## src/rtl/column_bar_plotter_pkg.sv

```systemverilog
// rtl/column_bar_plotter_pkg.sv - framebuffer geometry and plotter state encodings
package column_bar_plotter_pkg;

   localparam int FB_H_RES          = 640;
   localparam int FB_V_RES          = 480;
   localparam int FB_DATA_WIDTH     = 32;
   localparam int FB_ADDRESS_LENGTH = 14;

   // The pixel writer is busy for this many cycles after each pulse.
   localparam int WRITER_BUSY_CYCLES = 4;

   localparam int OFFSET_W = 5;
   localparam int COORD_W  = 10;

   typedef enum logic [2:0] {
      ST_IDLE  = 3'd0,
      ST_SETUP = 3'd1,
      ST_ISSUE = 3'd2,
      ST_WAIT  = 3'd3,
      ST_DONE  = 3'd4
   } plot_state_t;

   function automatic int words_per_row(input int h_res, input int data_width);
      return h_res / data_width;
   endfunction

   function automatic int bottom_row_base(input int h_res, input int v_res, input int data_width);
      return (v_res - 1) * words_per_row(h_res, data_width);
   endfunction

endpackage

```

## src/rtl/column_bar_plotter.sv

```systemverilog
// rtl/column_bar_plotter.sv - turns one (x, height) bar command into paced bottom-up pixel writes
module column_bar_plotter
   import column_bar_plotter_pkg::*;
#(
   parameter int H_RES          = FB_H_RES,
   parameter int V_RES          = FB_V_RES,
   parameter int DATA_WIDTH     = FB_DATA_WIDTH,
   parameter int ADDRESS_LENGTH = FB_ADDRESS_LENGTH,
   parameter int ISSUE_GAP      = WRITER_BUSY_CYCLES
) (
   input  logic                      clk,
   input  logic                      resetn,
   input  logic                      cmd_valid,
   output logic                      cmd_ready,
   input  logic [COORD_W-1:0]        cmd_x,
   input  logic [COORD_W-1:0]        cmd_height,
   output logic [ADDRESS_LENGTH-1:0] word_address,
   output logic [OFFSET_W-1:0]       bit_offset,
   output logic                      word_and_offset_valid,
   output logic                      done
);

   localparam int GAP_W = $clog2(ISSUE_GAP);

   localparam logic [ADDRESS_LENGTH-1:0] ROW_BASE =
      ADDRESS_LENGTH'(bottom_row_base(H_RES, V_RES, DATA_WIDTH));
   localparam logic [ADDRESS_LENGTH-1:0] ROW_STEP =
      ADDRESS_LENGTH'(words_per_row(H_RES, DATA_WIDTH));
   localparam logic [GAP_W-1:0]   GAP_LOAD = GAP_W'(ISSUE_GAP - 2);
   localparam logic [COORD_W:0]   X_LIMIT  = (COORD_W + 1)'(H_RES);
   localparam logic [COORD_W-1:0] Y_LIMIT  = COORD_W'(V_RES);

   plot_state_t state, state_nx;

   logic [COORD_W-1:0] x_q;
   logic [COORD_W-1:0] hc_q;
   logic [COORD_W-1:0] remaining;
   logic [GAP_W-1:0]   gap_cnt;
   logic               skip_column;

   assign skip_column = ({1'b0, x_q} >= X_LIMIT) || (hc_q == '0);

   assign cmd_ready             = (state == ST_IDLE);
   assign word_and_offset_valid = (state == ST_ISSUE);
   assign done                  = (state == ST_DONE);

   always_ff @(posedge clk) begin
      if (!resetn) begin
         state <= ST_IDLE;
      end else begin
         state <= state_nx;
      end
   end

   always_comb begin
      state_nx = state;
      case (state)
         ST_IDLE:  if (cmd_valid) state_nx = ST_SETUP;
         ST_SETUP: state_nx = skip_column ? ST_DONE : ST_ISSUE;
         ST_ISSUE: state_nx = ST_WAIT;
         ST_WAIT: begin
            if (gap_cnt == '0) begin
               state_nx = (remaining == '0) ? ST_DONE : ST_ISSUE;
            end
         end
         ST_DONE:  state_nx = ST_IDLE;
         default:  state_nx = ST_IDLE;
      endcase
   end

   // Address walks upward by one row per pixel; hc never exceeds V_RES so it stops at row 0.
   always_ff @(posedge clk) begin
      if (!resetn) begin
         x_q          <= '0;
         hc_q         <= '0;
         remaining    <= '0;
         gap_cnt      <= '0;
         word_address <= '0;
         bit_offset   <= '0;
      end else begin
         case (state)
            ST_IDLE: begin
               if (cmd_valid) begin
                  x_q  <= cmd_x;
                  hc_q <= (cmd_height > Y_LIMIT) ? Y_LIMIT : cmd_height;
               end
            end
            ST_SETUP: begin
               if (!skip_column) begin
                  word_address <= ROW_BASE + ADDRESS_LENGTH'(x_q[COORD_W-1:OFFSET_W]);
                  bit_offset   <= x_q[OFFSET_W-1:0];
                  remaining    <= hc_q;
               end
            end
            ST_ISSUE: begin
               remaining <= remaining - 1'b1;
               gap_cnt   <= GAP_LOAD;
            end
            ST_WAIT: begin
               if (gap_cnt != '0) begin
                  gap_cnt <= gap_cnt - 1'b1;
               end else if (remaining != '0) begin
                  word_address <= word_address - ROW_STEP;
               end
            end
            default: ;
         endcase
      end
   end

endmodule

```

## config.mk

```make
export PLATFORM = sky130hd
export DESIGN_NAME = column_bar_plotter
export DESIGN_NICKNAME = d
export VERILOG_FILES = /design/src/rtl/column_bar_plotter_pkg.sv /design/src/rtl/column_bar_plotter.sv
export SDC_FILE = /design/constraint.sdc
export NUM_CORES = 1
export LEC_CHECK = 0
export ABC_AREA = 0
export CELL_PAD_IN_SITES_DETAIL_PLACEMENT = 1
export CELL_PAD_IN_SITES_GLOBAL_PLACEMENT = 1
export CORE_ASPECT_RATIO = 2
export CORE_MARGIN = 1
export CORE_UTILIZATION = 41
export CTS_CLUSTER_SIZE = 24
export DETAILED_ROUTE_END_ITERATION = 16
export PLACE_DENSITY_LB_ADDON = 0.2
export SETUP_SLACK_MARGIN = 0.5
export SLEW_MARGIN = 5
export SYNTH_ARGS = -nofsm -noshare
export SYNTH_HDL_FRONTEND = slang
export SYNTH_SLANG_ARGS = --single-unit
```

## constraint.sdc

```tcl
create_clock -name clk -period 4.2 [get_ports clk]
set_clock_uncertainty 0.15 [all_clocks]
set_input_delay 0.63 -clock clk [delete_from_list [all_inputs] [get_ports clk]]
set_output_delay 0.63 -clock clk [all_outputs]
set_load 0.03 [all_outputs]
```

==> flow_metrics.tcl <==
set metrics [dict create \
    status "finished, violations left" \
    violations "DRC" \
    crit_chain "or3b_1 > clkinv_2 > clkdlybuf4s50_1" \
    num_io_pins 45 \
    clk_path_buf_depth 2 \
    finalCritPeriodShare_pct 67.9 \
    p_leak_nw 1.16 \
    setup_violations 0 \
    cts_made_buffers 5 \
    maxCapViolations 0 \
    crit_buf_inv 2 \
    tightest_slew_ns 0.969 \
    fillers 745 \
    synth_area_leaders "dfxtp_1, nand2_1, a21oi_1, nor2_1, nor3_1" \
    multi_input_area_sq_um 1360 \
    clk_latency_ns 0.29 \
    core_area_sq_um 6010 \
    synth_edf_count 0 \
    rsz0062_at_grt "no" \
    synth_top_area_share_pct 42.3 \
    grt_overflow 0 \
    wl_per_cell_um 16.4 \
    grtUsageMet2_pct 42.7 \
    place_ws_ns 1.55 \
    die_h_um 114 \
    grt_use_met1_pct 25.1 \
    slew_headroom_pct 35.2 \
    ant_nets 0 \
    synth_top_flop_cell "dfxtp_1" \
    drc_errors 2 \
    cts_setup_buffers 0 \
    cts.repair.resized 0 \
    place_area_sq_um 3020 \
    num_vias 2482 \
    seq_area_sq_um 1080 \
    yosysWarnings 0 \
    routabilityCongestion 0.846 \
    grt.busiest_layer "met2" \
    root_buffer "clkbuf_16" \
    vdd_ir_drop_max_v 0.000316 \
    synth.ff_latch_count 54 \
    worst_setup_path_end_kind "output pin" \
    async_flop_share_pct 0 \
    crit_family "buffers and inverters" \
    worstSetupPathType "flop to output pin" \
    rrSetupSlack_ns 1.78 \
    fin_area_sq_um 3180 \
    max_freq_ghz 0.351 \
    period_minus_slack_ns 2.85 \
    syn_nets 350 \
    area_growth_syn_to_layout_pct 24.3 \
    grt_usage_pct 23.4 \
    synth_top_area_cell "dfxtp_1" \
    min_path_type "flop to flop" \
    holdWs_ns 0.306 \
    grt_max_degree 46 \
    io_buffer_count 44 \
    die-width_um 57.8 \
    worstPathArrival_ns 2.07 \
    wirelength_um 6920 \
    drt_iter0_drc 97 \
    cts_tree "yes" \
    rows 40 \
    drive_above_1_share_pct 5.29 \
    postSynthCellCount 321 \
    postSynthAreaPerCell_sq_um 7.97 \
    clkTransAtPathRegs_ns 0.07 \
    grt_pass1_wl_um 11900 \
    diodes 0 \
    first_global_vias 2606 \
    netlist_area_sq_um 2560 \
    startpoint_type "flop" \
    final_max_slew_viol_count 0 \
    drt_pass1_iterations 10 \
    fin_ws_ns 1.35 \
    worstPathRequired_ns 3.42 \
    cts_sinks 54 \
    start_util_pct 42.6 \
    cts_hold_buffers 0 \
    hold_viol_final 0 \
    vias_per_cell 5.88 \
    powerDensity_nw_per_um2 482 \
    fin_nets 387 \
    htree_levels 2 \
    critPathMaxStageDelay_ns 0.69 \
    dp_hpwl_um 5140 \
    grt.met3_usage_pct 4.31 \
    antenna_found_initial 0 \
    setup_tns_ns 0 \
    synth_cell_types 53 \
    crit_fanout 10 \
    cp_slowest_cell "clkdlybuf4s50_1" \
    dieArea_sq_um 6580 \
    ys_seq_area_share_pct 42.3 \
]
## sequential cells by signal, summed over array words and instances, names as in the netlist
name,count
word_address,14
hc_q,10
remaining,10
x_q,10
bit_offset,5
state,3
gap_cnt,2
## per-layer routing
metal / up-vias / share of wire [%]
met3: 18 / 3.5
met5: - / 0
met4: 0 / 2.9
met2: 53 / 56
li1: 1219 / -
met1: 1192 / 38
## cell type report
| cell class | count | share of cell area [%] |
|---|---|---|
| Sequential cell | 54 | 34.0 |
| Timing Repair Buffer | 45 | 14.1 |
| Inverter | 14 | 1.69 |
| Multi-Input combinational cell | 238 | 42.6 |
| Tap cell | 63 | 2.48 |
| Clock buffer | 7 | 4.80 |
| Clock inverter | 1 | 0.276 |
## synth_stat cells, types with 7 or more instances
cell type  number
o21ai_0         9
inv_1          12
nor3_1         18
clkbuf_1       10
nand4_1         7
nand2_1        50
nand3_1        12
a21oi_1        37
dfxtp_1        54
nor2_1         33
## per-stage QoR
stage | instances | power [mW] | utilization, %
2_1_floorplan | 321 | 0.951 | -
3_3_place_gp | 414 | 1.09 | 50.2
3_5_place_dp | 414 | 1.11 | 50.2
4_1_cts | 422 | 1.55 | 52.9
5_1_grt | 422 | 1.63 | 52.9
6_report | 422 | 1.53 | 52.9
## power by group
| group | switching [mW] | total (mW) | internal [mW] | leakage [nW] |
|---|---|---|---|---|
| Sequential | 0.0590 | 0.629 | 0.570 | 0.441 |
| Clock | 0.181 | 0.435 | 0.255 | 0.0801 |
| Combinational | 0.293 | 0.469 | 0.176 | 0.643 |
| Total | 0.533 | 1.53 | 1.00 | 1.16 |
## cells by family after synthesis
| logic type | share of synthesized area, % |
|---|---|
| adders and majority gates | 2.94 |
| muxes | 2.79 |
| DFF | 42.3 |
| and+or+nand+nor | 26.8 |
| AOI/OAI and AO/OA | 20.1 |
| xor gates and xnor gates | 0.343 |
| buffers and inverters | 4.74 |
## path summary, 6_finish.rpt
check,start,endpoint,cells past startpoint
worst max-delay path,state[0],word_and_offset_valid,3
worst min-delay path,bit_offset[4],bit_offset[4],2
worst max register to register,state[1],hc_q[3],6
worst min register to register,bit_offset[4],bit_offset[4],2
## worst register-to-register path, stage by stage, from the launching register on
cell     delay [ns]
dfxtp_1        0.31
buf_4          0.20
nor3_1         0.28
nand2_1        0.48
nor3_1         0.63
a22oi_1        0.16
nor2_1         0.14
## layout by cell type, fill, tap and decap left out, drive strengths merged, types with 3 or more instances in the layout
cell type      synthesis  layout
nor3                  19      19
a22oi                  6       6
clkdlybuf4s50          0      44
nor4                   6       6
o21ai                 12      12
mux2i                  6       6
nand4                  8       8
and2                   3       3
a21oi                 37      37
nand2                 50      50
ha                     6       6
nand3                 12      12
nor2                  33      33
dfxtp                 54      54
a211oi                 3       3
inv                   13      13
o211ai                 3       3
clkbuf                10       7
No activity file was read; power rests on OpenSTA's default activity.
